File: config.mk
export PLATFORM = sky130hd
export DESIGN_NAME = chunked_add_seq
export DESIGN_NICKNAME = d
export VERILOG_FILES = /design/src/rtl/chunked_add_seq_pkg.sv /design/src/rtl/chunked_add_seq_add_chunk.sv /design/src/rtl/chunked_add_seq.sv
export SDC_FILE = /design/constraint.sdc
export NUM_CORES = 2
export LEC_CHECK = 0
export CAP_MARGIN = 20
export CORE_AREA = 8 8 295 297
export CTS_BUF_LIST = sky130_fd_sc_hd__clkbuf_8
export CTS_CLUSTER_SIZE = 25
export DETAILED_ROUTE_END_ITERATION = 8
export DIE_AREA = 0 0 303 305
export DONT_BUFFER_PORTS = 1
export HOLD_SLACK_MARGIN = 0.03
export PLACE_DENSITY_LB_ADDON = 0.15
export SYNTH_ARGS = -nofsm -noshare
export SYNTH_HDL_FRONTEND = slang
export SYNTH_SLANG_ARGS = --single-unit
File: constraint.sdc
create_clock -name CLK -period 61.3 [get_ports CLK]
set_clock_uncertainty 0.05 [all_clocks]
set_input_delay 9.195 -clock CLK [delete_from_list [all_inputs] [get_ports CLK]]
set_output_delay 9.195 -clock CLK [all_outputs]
set_load 0.005 [all_outputs]
File: src/rtl/chunked_add_seq_pkg.sv
// Shared definitions for the chunked wide-adder sequencer: FSM encoding and
// the ceil-log2 helper used to size the slice index.
package chunked_add_pkg;

    typedef enum logic [1:0] {
        ST_IDLE = 2'd0,
        ST_RUN  = 2'd1,
        ST_DONE = 2'd2
    } state_t;

    function automatic int clog2_f(input int n);
        int r;
        r = 0;
        for (int v = 1; v < n; v = v << 1) begin
            r++;
        end
        return r;
    endfunction

endpackage

File: src/rtl/chunked_add_seq_add_chunk.sv
// Combinational CHUNK-bit adder slice with carry in and carry out; the
// sequencer reuses a single instance for every slice of the wide add.
module add_chunk #(
    parameter int CHUNK = 32
) (
    input  logic [CHUNK-1:0] a,
    input  logic [CHUNK-1:0] b,
    input  logic             ci,
    output logic [CHUNK-1:0] s,
    output logic             co
);

    assign {co, s} = {1'b0, a} + {1'b0, b} + {{CHUNK{1'b0}}, ci};

endmodule

File: src/rtl/chunked_add_seq.sv
// Multi-cycle WIDTH-bit adder: one CHUNK-bit slice per clock, carry held in a
// register. Optional CIN/COUT ports are enabled by `define CHUNKED_ADD_CARRY_EN.
module chunked_add_seq
    import chunked_add_pkg::*;
#(
    parameter int WIDTH = 256,
    parameter int CHUNK = 32
) (
    input  logic             CLK,
    input  logic             RST,
    input  logic             REQ_VALID,
    output logic             REQ_READY,
    input  logic [WIDTH-1:0] A,
    input  logic [WIDTH-1:0] B,
    output logic             RES_VALID,
    input  logic             RES_READY,
    output logic [WIDTH-1:0] SUM
`ifdef CHUNKED_ADD_CARRY_EN
    ,
    input  logic             CIN,
    output logic             COUT
`endif
);

    localparam int NCHUNK = WIDTH / CHUNK;
    localparam int IDX_W  = (NCHUNK > 1) ? clog2_f(NCHUNK) : 1;
    localparam logic [IDX_W-1:0] IDX_ONE  = IDX_W'(1);
    localparam logic [IDX_W-1:0] IDX_LAST = IDX_W'(NCHUNK - 1);

    state_t             state_q;
    logic [WIDTH-1:0]   a_q, b_q, sum_q, sum_d;
    logic               carry_q;
    logic [IDX_W-1:0]   idx_q;
    logic               ready_q, res_valid_q;
    logic               cin_w;
    logic [CHUNK-1:0]   slice_s;
    logic               slice_co;

`ifdef CHUNKED_ADD_CARRY_EN
    logic               cout_q;
    assign cin_w = CIN;
    assign COUT  = cout_q;
`else
    assign cin_w = 1'b0;
`endif

    add_chunk #(.CHUNK(CHUNK)) u_add (
        .a  (a_q[CHUNK-1:0]),
        .b  (b_q[CHUNK-1:0]),
        .ci (carry_q),
        .s  (slice_s),
        .co (slice_co)
    );

    // New slice enters at the MSB end so the lowest slice lands at bit 0 last.
    assign sum_d = WIDTH'({slice_s, sum_q} >> CHUNK);

    always_ff @(posedge CLK) begin
        if (RST) begin
            state_q     <= ST_IDLE;
            ready_q     <= 1'b1;
            res_valid_q <= 1'b0;
            sum_q       <= '0;
            carry_q     <= 1'b0;
            idx_q       <= '0;
`ifdef CHUNKED_ADD_CARRY_EN
            cout_q      <= 1'b0;
`endif
        end else begin
            case (state_q)
                ST_IDLE: begin
                    if (REQ_VALID) begin
                        a_q     <= A;
                        b_q     <= B;
                        carry_q <= cin_w;
                        idx_q   <= '0;
                        ready_q <= 1'b0;
                        state_q <= ST_RUN;
                    end
                end
                ST_RUN: begin
                    sum_q   <= sum_d;
                    carry_q <= slice_co;
                    a_q     <= a_q >> CHUNK;
                    b_q     <= b_q >> CHUNK;
                    idx_q   <= idx_q + IDX_ONE;
                    if (idx_q == IDX_LAST) begin
                        res_valid_q <= 1'b1;
                        state_q     <= ST_DONE;
`ifdef CHUNKED_ADD_CARRY_EN
                        cout_q      <= slice_co;
`endif
                    end
                end
                ST_DONE: begin
                    if (RES_READY) begin
                        res_valid_q <= 1'b0;
                        ready_q     <= 1'b1;
                        state_q     <= ST_IDLE;
                    end
                end
                default: begin
                    res_valid_q <= 1'b0;
                    ready_q     <= 1'b1;
                    state_q     <= ST_IDLE;
                end
            endcase
        end
    end

    assign REQ_READY = ready_q;
    assign RES_VALID = res_valid_q;
    assign SUM       = sum_q;

endmodule
# Word level (Yosys, flattened, before mapping)
# Index checks and enable logic that the tools add are counted.
totals:
  reg_bits: 776
  latchBits: 0
  mem_bits_rw: 0
  rom_bits: 0
  n_memories: 0
classes:
  addsub: 3
  mul: 0
  n_div: 0
  order_cmp: 0
  n_eq_ne: 6
  shifts: 0
  muxes: 17
  n_bitwise: 3
  reduce_logical: 7
op_table:
  columns: ["op", "n"]
  rows:
  - ["$pmux W256 S2", 2]
  - ["$mux W256", 2]
  - ["$add A32 B32 Y33", 1]
  - ["$add A33 B1 Y33", 1]
  - ["$reduce_and A3 Y1", 4]
  - ["$mux W2", 3]
  - ["$ne A2 B2 Y1 const B", 3]
  - ["$pmux W1 S3", 2]
  - ["$pmux W2 S3", 1]
  - ["$pmux W3 S2", 1]
  - ["$mux W1", 4]
  - ["$add A3 B1 Y3 const B", 1]
  - ["$eq A3 B3 Y1 const B", 1]
  - ["$mux W3", 1]
  - ["$not A1 Y1", 3]
  - ["$eq A2 B1 Y1 const B", 1]
  - ["$eq A2 B2 Y1 const B", 1]
  - ["$logic_not A2 Y1", 1]
  - ["$pmux W1 S2", 1]
  - ["$reduce_and A2 Y1", 1]
  - ["$reduce_bool A2 Y1", 1]

# Depth between registers and ports, before layout
depth:
  depth_word: 3
  mapped_depth: 10

# Hierarchy
# Synthesis repeated with hierarchy kept, for this count alone.
hier_totals:
  cells_unflattened: 3434
  area_unflattened_um2: 32298.5
modules_own_cells:
  columns: ["mod", "instances", "cells_per_inst", "area_each_um2"]
  rows:
  - ["chunked_add_seq", 1, 3175, 30444.2]
  - ["add_chunk", 1, 259, 1854.3]

# Worst setup path before layout
# Ideal clock, no wire load.
synth_path:
  path_type: "input port to flip-flop"
  start: "in RST"
  end: "reg a_q[0] (enable)"
  setup_time_ps: 2015
  t_arrival_ps: 44305
  required_time_ps: 59235
  path_slack_ps: 14930
  path_stages: 3
  cell_sequence: "clkbuf_1 clkbuf_1 nor3_1"
synth_via:
  elab_chain_len: 2
synth_lines:
  columns: ["item", "line", "source"]
  rows:
  - ["start, declared", "chunked_add_seq.sv:10", "input logic RST,"]
  - ["$not A1 Y1 (no line)", null, null]
  - ["$reduce_and A3 Y1 (no line)", null, null]
  - ["end signal, assigned", "chunked_add_seq.sv:84", "a_q <= a_q >> CHUNK;"]
  - ["end, declared", "chunked_add_seq.sv:31", "logic [WIDTH-1:0] a_q, b_q, sum_q, sum_d;"]
# No other way between the ends.
# A chain may end at the register's enable or synchronous reset.

# Final worst setup path
layout_path:
  start: "in RST"
  end: "reg b_q[118] (enable)"
layout_via:
  elab_chain_len: 2
layout_lines:
  columns: ["item", "line", "source"]
  rows:
  - ["$not A1 Y1 (no line)", null, null]
  - ["$reduce_and A3 Y1 (no line)", null, null]
  - ["end signal, assigned", "chunked_add_seq.sv:85", "b_q <= b_q >> CHUNK;"]
  - ["end, declared", "chunked_add_seq.sv:31", null]
# No other way between the ends.

==> metrics.md <==
| Metric | Value |
|---|---|
| Status | finished clean |
| TritonRoute pass-1 iters | 5 |
| Grt ovf | 0 |
| Vias in the first global route | 22,400 |
| Arr. time, crit path | 11.76 ns |
| Hold buffers post-CTS | 0 |
| TritonCTS clock tree | done |
| Largest net degree at the start of global routing | 258 |
| Max Slew Vio Count | 0 |
| Final period utilization | 0.186 |
| Vias per inst | 4.94 |
| First-pass GRT wire length | 148,000 um |
| # port buffers | 0 |
| RSZ-0062 raised after global routing | no |
| FF-to-FF Start | state_q[1] |
| P_int | 862 uW |
| Synth top area cells | edfxtp_1 (48%), nand2_1 (22%), dfxtp_1 (16%), a21oi_1 (4.2%), clkbuf_1 (1.8%) |
| Final Critical Period | 11.43 ns |
| Die area | 0.0924 mm2 |
| Most common cell in the netlist | nand2_1 |
| Total negative slack | 0 ns |
| CP endpoint | b_q[118] |
| DRC | 0 |
| DIE WIDTH | 303 um |
| Std cell rows | 106 |
| Reg area | 0.0207 mm2 |
| Cell accounting for the most synthesized area | edfxtp_1 |
| Logic pwr share | 0.092 |
| Yosys warning count | 0 |
| Share of the synthesized area in the top cell type | 0.479 |
| Power Dens Cells | 33.1 mW/mm2 |
| Worst-Margin Slew | 1.40 ns |
| Layout cells sized above 1 | 0.0608 |
| Starting Density | 0.389 |
| Crit path from | RST |
| Maximum fanout along the worst path | 257 |
| Finished Layout Cells | 4,569 |
| Clk root buf | clkbuf_8 |
| # H-tree levels | 4 |
| Synth cell count leaders | nand2_1 (1,852), edfxtp_1 (512), a21oi_1 (271) |
| Post-DP HPWL | 75,200 um |
| Post-Place Cells | 4,314 |
| Io pins | 774 |
| Required @ worst endpoint | 61.63 ns |
| Hold crit path type | reg -> reg |
| Maximum root-to-sink buffer count | 3 |
| Initial antenna violation count | 28 |
| Cells after synthesis | 3,424 |
| Yosys reg bits | 776 |
| Max Fclk | 87.5 MHz |
| Synth Flop Type | edfxtp_1 |
| Worst R2R Path Depth | 6 |
| ANT nets after route | 0 |
| Post-CTS Resized | 0 |
| Net Sw Frac | 0.266 |
| Clock share of power | 0.388 |
| Leakage power | 14.0 nW |
| Final-stage net count | 3,926 |
| Clock Sink Count | 776 |
| Initial DRC count | 1,727 |
| Final Core Density | 0.429 |
| Setup bufs post-CTS | 0 |
| Final Hold Viols | 0 |
| Worst-skew pair later-pin latency | 0.78 ns |
| Max-cap viol count | 0 |
| R2r endpoint | b_q[186] |
| Fillers | 8,281 |
| Multi-input gate area | 0.0106 mm2 |
| Maximum VDD drop | 0.0000185 V |
| Worst rel slew slack | 0.0642 |
| CORE AREA | 0.0826 mm2 |
| Async S/R FF share, synth | 0 |
| Gpl congestion | 0.846 |
| Net Sw Power | 313 uW |
| Final Setup Violations | 0 |
| Worst setup path category | in -> reg |
| Post-synth cell types | 66 |
| All-Layer GR Usage | 0.215 |
| Die height | 305 um |
| Critical Path Sink Type | register |
| Post-Synthesis Cell Area | 0.0321 mm2 |
| Register share of total power | 0.519 |
| R2r setup slk | 56.80 ns |
| Routed len/inst | 22.8 um |
| Number of synthesized flops with an enable pin | 512 |
| Part of the Yosys area used for sequential elements | 0.643 |
| Final wirelength | 104,000 um |
| Worst-path clk slew | 0.06 ns |
| Post-synth net total | 3,975 |
| Crit start category | input pin |
| Via count | 22,600 |
| Syn_area_per_cell | 9.38 um2 |
| CTS Buf Count | 139 |
| P&R area growth vs syn | 10.4% |
[placed cells by master, fill, tap and decap left out, types with 4 or more instances in the layout]
cell      Yosys  layout
clkinv_2      0       6
edfxtp_1    512     512
a21oi_1     271     271
inv_1         9      54
o22ai_1       4       4
nand3_1      11      11
clkinv_1      0      22
xor2_1        5       5
dfxtp_1     264     264
ha_1         33      33
inv_8         0       4
nor2_1       25      25
inv_12        0       5
o211ai_1      4       4
o21bai_1      5       5
a21o_1        7       7
xnor2_1      16      16
clkbuf_8      0     151
and2_1       67      67
o21a_1        5       5
nand2_1    1852    1852
nand2b_1      6       5
nand4_1      12      12
o21ai_1       6       6
a31oi_1       5       5
diode_2       0      16
nor3_1       10       9
buf_4         0      12
o21ai_0      27      27
buf_12        0       5
[cell families after synthesis]
family          synth area share
simple gates               0.244
flops                      0.643
compound gates            0.0657
buf+inv                   0.0271
fa+ha+maj                 0.0141
xor+xnor                 0.00572
mux                     0.000623
[sequential cells by signal, summed over array words and instances (netlist names)]
register   cells
state_q        2
carry_q        1
SUM          256
b_q          256
a_q          256
idx_q          3
RES_VALID      1
REQ_READY      1
[power by group through the flow]
stage | clock (mW) | combinational [mW] | sequential (mW)
floorplan | 0 | 0.0831 | 0.639
global placement | 0 | 0.109 | 0.621
detailed placement | 0 | 0.110 | 0.621
CTS | 0.469 | 0.110 | 0.611
global route | 0.491 | 0.123 | 0.613
finish | 0.456 | 0.109 | 0.610
[critical path, stage by stage]
cell    delay, ns
nor3_2       0.22
buf_12       0.55
buf_12       0.63
buf_4        0.93
[area by class of cell]
cell class,instances,share of cell area
Antenna cell,16,0.00113
Inverter,9,0.000952
Clock inverter,88,0.0142
Timing Repair Buffer,17,0.00536
Tap cell,1080,0.0381
Sequential cell,776,0.582
Multi-Input combinational cell,2432,0.299
Clock buffer,151,0.0586
[stage by stage]
step           worst slack, ns  hold WS, ns  cell area (um2)  total power, mW
2_1_floorplan            14.93        0.403            32100            0.722
3_3_place_gp             48.98        0.417            32900            0.730
3_5_place_dp             49.00        0.422            32900            0.731
4_1_cts                  49.86        0.423            35400             1.19
5_1_grt                  49.70        0.446            35500             1.23
6_report                 49.87        0.425            35500             1.17
[worst min-delay path by stage]
| stage | cells after the start | end | startpoint |
|---|---|---|---|
| 2_1_floorplan | 2 | SUM[0] | SUM[0] |
| 3_3_place_gp | 2 | SUM[23] | SUM[23] |
| 3_5_place_dp | 2 | SUM[23] | SUM[23] |
| 4_1_cts | 2 | SUM[151] | SUM[183] |
| 5_1_grt | 2 | SUM[1] | SUM[33] |
| 6_report | 2 | SUM[1] | SUM[33] |
[layer usage]
layer,vias to the layer above,global-route usage,wire length (um)
li1,11200,-,-
met1,10500,0.239,39500
met2,749,0.368,51800
met3,177,0.0900,10000
met4,18,0.0696,2510
met5,-,0,115
Note: power is estimated with default switching activity, not from simulation.
